<file path="config.mk">
export PLATFORM = sky130hd
export DESIGN_NAME = tile_reqmort_sink
export DESIGN_NICKNAME = d
export VERILOG_FILES = /design/src/rtl/tile_reqmort_sink.sv
export SDC_FILE = /design/constraint.sdc
export NUM_CORES = 2
export LEC_CHECK = 0
export CORE_MARGIN = 5
export CORE_UTILIZATION = 40
export DETAILED_ROUTE_END_ITERATION = 10
export DONT_BUFFER_PORTS = 1
export REMOVE_ABC_BUFFERS = 1
export SKIP_CTS_REPAIR_TIMING = 1
export SYNTH_ARGS = -nofsm -noshare
export SYNTH_HDL_FRONTEND = slang
export SYNTH_SLANG_ARGS = --single-unit
</file>
<file path="constraint.sdc">
create_clock -name clk -period 23.3 [get_ports clk]
set_input_delay 4.66 -clock clk [delete_from_list [all_inputs] [get_ports clk]]
set_output_delay 4.66 -clock clk [all_outputs]
set_load 0.1 [all_outputs]
</file>
<file path="src/rtl/tile_reqmort_sink.sv">
// Sinks mesh write/expunge requests into a FIFO, issues each to the bank, then injects one response.
// Push to bank_req takes 1 cycle; ack to in_en takes 1 cycle; sink_full holds off upstream.
module tile_reqmort_sink #(
    parameter int TILE_X = 0,
    parameter int TILE_Y = 0,
    parameter int DEPTH  = 4
) (
    input  logic         clk,
    input  logic         rst,
    input  logic         outen,
    input  logic [527:0] reqmort_data,
    input  logic [46:0]  reqmortaddr,
    input  logic [37:0]  reqmort_size,
    input  logic         reqmort_expun,
    output logic         sink_full,
    output logic         bank_req,
    output logic         bank_inv,
    output logic [36:0]  bank_addr,
    output logic [527:0] bank_data,
    output logic [35:0]  bank_msk,
    input  logic         bank_ack,
    output logic         in_en,
    output logic [36:0]  in_addr,
    output logic [37:0]  insize,
    input  logic         resp_rdy,
    output logic         ovf_err
);
    localparam int AW = $clog2(DEPTH);
    localparam logic [4:0] TX = 5'(TILE_X);
    localparam logic [4:0] TY = 5'(TILE_Y);

    typedef struct packed {
        logic [527:0] data;
        logic [36:0]  addr;
        logic [37:0]  size;
        logic         expun;
    } entry_t;

    typedef enum logic [1:0] {IDLE, BANK, RESP} state_t;

    entry_t         mem [DEPTH];
    state_t         state_q;
    logic [AW-1:0]  wr_q, rd_q;
    logic [AW:0]    cnt_q, cnt_d;
    logic           full_q, ovf_q;
    logic           bank_inv_q;
    logic [36:0]    bank_addr_q, in_addr_q;
    logic [527:0]   bank_data_q;
    logic [35:0]    bank_msk_q;
    logic [37:0]    insize_q;

    entry_t in_ent, head;
    logic   route_ok, push, pop;

    always_comb begin
        in_ent   = '{data: reqmort_data, addr: reqmortaddr[36:0],
                     size: reqmort_size, expun: reqmort_expun};
        route_ok = (reqmortaddr[46:42] == TY) && (reqmortaddr[41:37] == TX);
        push     = outen && !full_q && route_ok && !rst;
        pop      = (state_q == RESP) && resp_rdy;
        // With an empty FIFO the incoming request is the head, saving a cycle of latency.
        head     = (cnt_q == '0) ? in_ent : mem[rd_q];
        cnt_d    = cnt_q;
        if (push && !pop)
            cnt_d = cnt_q + (AW+1)'(1);
        else if (pop && !push)
            cnt_d = cnt_q - (AW+1)'(1);
    end

    always_ff @(posedge clk) begin
        if (push)
            mem[wr_q] <= in_ent;
    end

    always_ff @(posedge clk) begin
        if (rst) begin
            state_q     <= IDLE;
            wr_q        <= '0;
            rd_q        <= '0;
            cnt_q       <= '0;
            full_q      <= 1'b0;
            ovf_q       <= 1'b0;
            bank_inv_q  <= 1'b0;
            bank_addr_q <= '0;
            bank_data_q <= '0;
            bank_msk_q  <= '0;
            in_addr_q   <= '0;
            insize_q    <= '0;
        end else begin
            cnt_q  <= cnt_d;
            full_q <= (cnt_d == (AW+1)'(DEPTH));
            if (push)
                wr_q <= wr_q + AW'(1);
            if (pop)
                rd_q <= rd_q + AW'(1);
            if (outen && (full_q || !route_ok))
                ovf_q <= 1'b1;
            case (state_q)
                IDLE: if (cnt_q != '0 || push) begin
                    state_q     <= BANK;
                    bank_inv_q  <= head.expun;
                    bank_addr_q <= head.addr;
                    bank_data_q <= head.expun ? '0 : head.data;
                    bank_msk_q  <= head.size[35:0];
                    in_addr_q   <= head.addr;
                    insize_q    <= {head.size[37:36], 36'b0};
                end
                BANK: if (bank_ack) state_q <= RESP;
                RESP: if (resp_rdy) state_q <= IDLE;
                default: state_q <= IDLE;
            endcase
        end
    end

    assign sink_full = full_q;
    assign ovf_err   = ovf_q;
    assign bank_req  = (state_q == BANK);
    assign bank_inv  = bank_inv_q;
    assign bank_addr = bank_addr_q;
    assign bank_data = bank_data_q;
    assign bank_msk  = bank_msk_q;
    assign in_en     = (state_q == RESP) && resp_rdy && !rst;
    assign in_addr   = in_addr_q;
    assign insize    = insize_q;
endmodule

</file>
==> key figures <==
Floorplanning
  – Die Y: 545 um
  – Core area: 285,000 um2
  – Die Footprint: 297,000 um2
  – Initial core utilization: 40.2%
  – Rows: 196
  – Io pins: 1,300
  – Die Wd: 545 um

Worst setup path
  – Nature of the critical path startpoint: input pin
  – CP max-delay cell: nor2_2
  – Worst-path maximum fanout: 618
  – CP bufs+invs: 0
  – Cell family with most CP delay: simple AND/OR/NAND/NOR gates
  – Worst setup EP type: primary output
  – Worst path cell trace: nor2_2
  – Worst Path Arrival: 7.49 ns
  – Critical Path RT: 18.64 ns
  – Setup CP Type: input pin to primary output
  – CP max stage delay: 1.67 ns

Clocking
  – Root Driver: clkbuf_16
  – CTS sink cnt: 3,033
  – CTS tree: built
  – Clk buf depth: 4
  – Clock transition at the registers of the reported paths: 0.06 ns
  – Inserted Clock Buffers: 321
  – Clk_lat worst skew: 0.90 ns
  – H-tree depth: 5

Route
  – Overall routed net length: 310,000 um
  – Drt pass-1 iters: 5
  – Wire length per cell: 30.6 um
  – Drt drc: 0
  – Via count: 60,383
  – Vias per cell: 5.96
  – Post-DRT Antenna Nets: 0
  – First DRT Iteration DRCs: 5,614

Flow run
  – Maxcap violations: 0

Final layout
  – Fin util: 45.1%
  – Fillers: 24,349
  – Layout cells sized above 1: 21.3%
  – Commonest non-fill, non-tap cells in the layout: edfxtp_1 (2,416), a21oi_1 (609), mux4_2 (604), dfxtp_1 (578), a22oi_1 (529)
  – Final Cell Area: 129,000 um2
  – Synth-to-layout area growth: 12.2%
  – Layout net count: 6,717
  – Commonest non-fill, non-tap cell in the layout: edfxtp_1

Synthesis
  – Post-synthesis compound-gate area fraction: 10.6%
  – Mux contribution to synthesized area: 11.9%
  – Syn Area/Cell: 18.4 um2
  – Post-Synthesis Cells: 6,218
  – Synth warn: 0
  – Synth Cell Area: 115,000 um2
  – Post-Synth Simple-Gate Area: 0.739%
  – #FFs+latches synth: 3,033
  – Main synth FF type: edfxtp_1
  – Post-synth cell types: 43
  – Seq/Total Area, Yosys: 74.1%
  – XOR/XNOR share of the synthesized area: 0.0349%
  – Adder-Cell Fraction of Synth Area: 0.0851%
  – Fraction of registers with async set/reset: 0%
  – EDFF count, synth: 2,416
  – Main combinational cell family by area after synthesis: multiplexers

Power
  – Max IR drop VDD: 0.0000689 V
  – Internal power: 8.92 mW
  – Seq pwr share: 52.5%
  – Leak pwr: 37.9 nW
  – Net Sw Frac: 20.0%
  – Sw power: 2.23 mW
  – Pwr dens: 86.7 nW/um2
  – Clock power frac: 46.5%
  – Logic gate share of total power: 1.0%

STA
  – Slew margin rel.: -69.2%
  – Setup TNS: 0 ns
  – Hold Violations, Final: 0
  – Max Freq: 82.3 MHz
  – Period minus WS final: 12.15 ns
  – Max-slew violations: 383
  – Final setup fails: 0
  – Skew final: 0.0585 ns
  – Period utilization: 52.2%
  – RSZ-0062 raised after global routing: no
  – Measured slew at the worst slew-check pin: 2.54 ns

GRT
  – Vias in the first global route: 61,007
  – Initial antenna violation count: 9
  – Gr ovfl total: 0
  – Largest net degree at the start of global routing: 619
  – Global-route wire length before repair: 449,000 um
  – GRT Resource Usage Total: 20.1%

Placed design
  – Post-DP HPWL: 185,000 um
  – Final GP Congestion: 0.811
  – I/O Buffers: 0
  – DP Area: 118,000 um2

Worst hold path
  – Worst hold path class: register to register

Status
  – Outcome: finished, violations left
  – Failing checks: max-slew violations
==> cell families after synthesis <==
group / Yosys count
flip-flops: 3033
AO/OA/AOI/OAI: 1749
buffers and inverters: 617
multiplexers: 605
AND/OR/NAND/NOR: 202
adder cells (fa/ha/maj): 8
XOR/XNOR: 3
other: 1
==> sequential cells by signal, indices dropped and copies added, names as in the netlist, 2 cells and up, named ones only <==
signal and cells:
rd_q 2, mem 2416, bank_msk 36, wr_q 2, bank_data 528, cnt_q 3
state_q 2, in_addr 37, insize 2
==> synthesized netlist by cell type, types with 7 or more instances <==
master    instances  area, um2
dfxtp_1         617      12400
a211oi_1        446       3350
edfxtp_1       2416      72500
a21oi_1         609       3050
clkbuf_1        333       1250
a311oi_1         76        666
ha_1              7       87.6
nor2_1           10       37.5
buf_4           106        796
a211oi_2         82       1030
a22oi_1         529       3970
buf_1            54        203
nand2_1         159        597
buf_6            25        282
mux4_2          604      13600
buf_2            94        470
==> metal layers <==
| metal | vias to the layer above | share of wire [%] | track usage, % |
|---|---|---|---|
| met5 | - | 0.0065 | 0 |
| met2 | 2573 | 47 | 31.9 |
| met1 | 31873 | 38 | 25.1 |
| met3 | 415 | 11 | 8.47 |
| li1 | 25520 | - | - |
| met4 | 2 | 3.4 | 6.15 |
==> path summary, 6_finish.rpt <==
path	slack (ns)	end	cells past startpoint	from
max reg2reg	16.31	bank_data[1]	9	sink_full
min	0.52	wr_q[0]	2	wr_q[0]
max	11.15	in_en	1	rst
min reg2reg	0.52	wr_q[0]	2	wr_q[0]
==> cell type report <==
cell class | instances | area, um2 | share of cell area [%]
Clock inverter | 145 | 1780 | 1.39
Antenna cell | 6 | 15.0 | 0.0117
Tap cell | 3762 | 4710 | 3.66
Timing Repair Buffer | 127 | 1180 | 0.916
Clock buffer | 452 | 9040 | 7.03
Multi-Input combinational cell | 2603 | 26900 | 20.9
Inverter | 5 | 18.8 | 0.0146
Sequential cell | 3033 | 85000 | 66.1
==> power by group through the flow <==
stage | sequential [mW] | clock, mW | combinational [mW]
4_1_cts | 5.85 | 5.29 | 0.111
3_3_place_gp | 5.97 | 0 | 0.110
6_report | 5.85 | 5.19 | 0.110
3_5_place_dp | 5.97 | 0 | 0.110
5_1_grt | 5.85 | 5.53 | 0.117
2_1_floorplan | 5.97 | 0 | 0.0951
==> stage by stage <==
step	cells	hold slack, ns	setup WS (ns)	total power, mW
final	10133	0.518	11.15	11.2
after global routing	10128	0.542	11.98	11.5
after CTS	10127	0.522	12.42	11.3
after detailed placement	9530	0.514	12.17	6.08
after global placement	9530	0.475	12.29	6.08
after floorplan	5641	0.460	-17.51	6.06
Note: power is estimated with default switching activity, not from simulation.
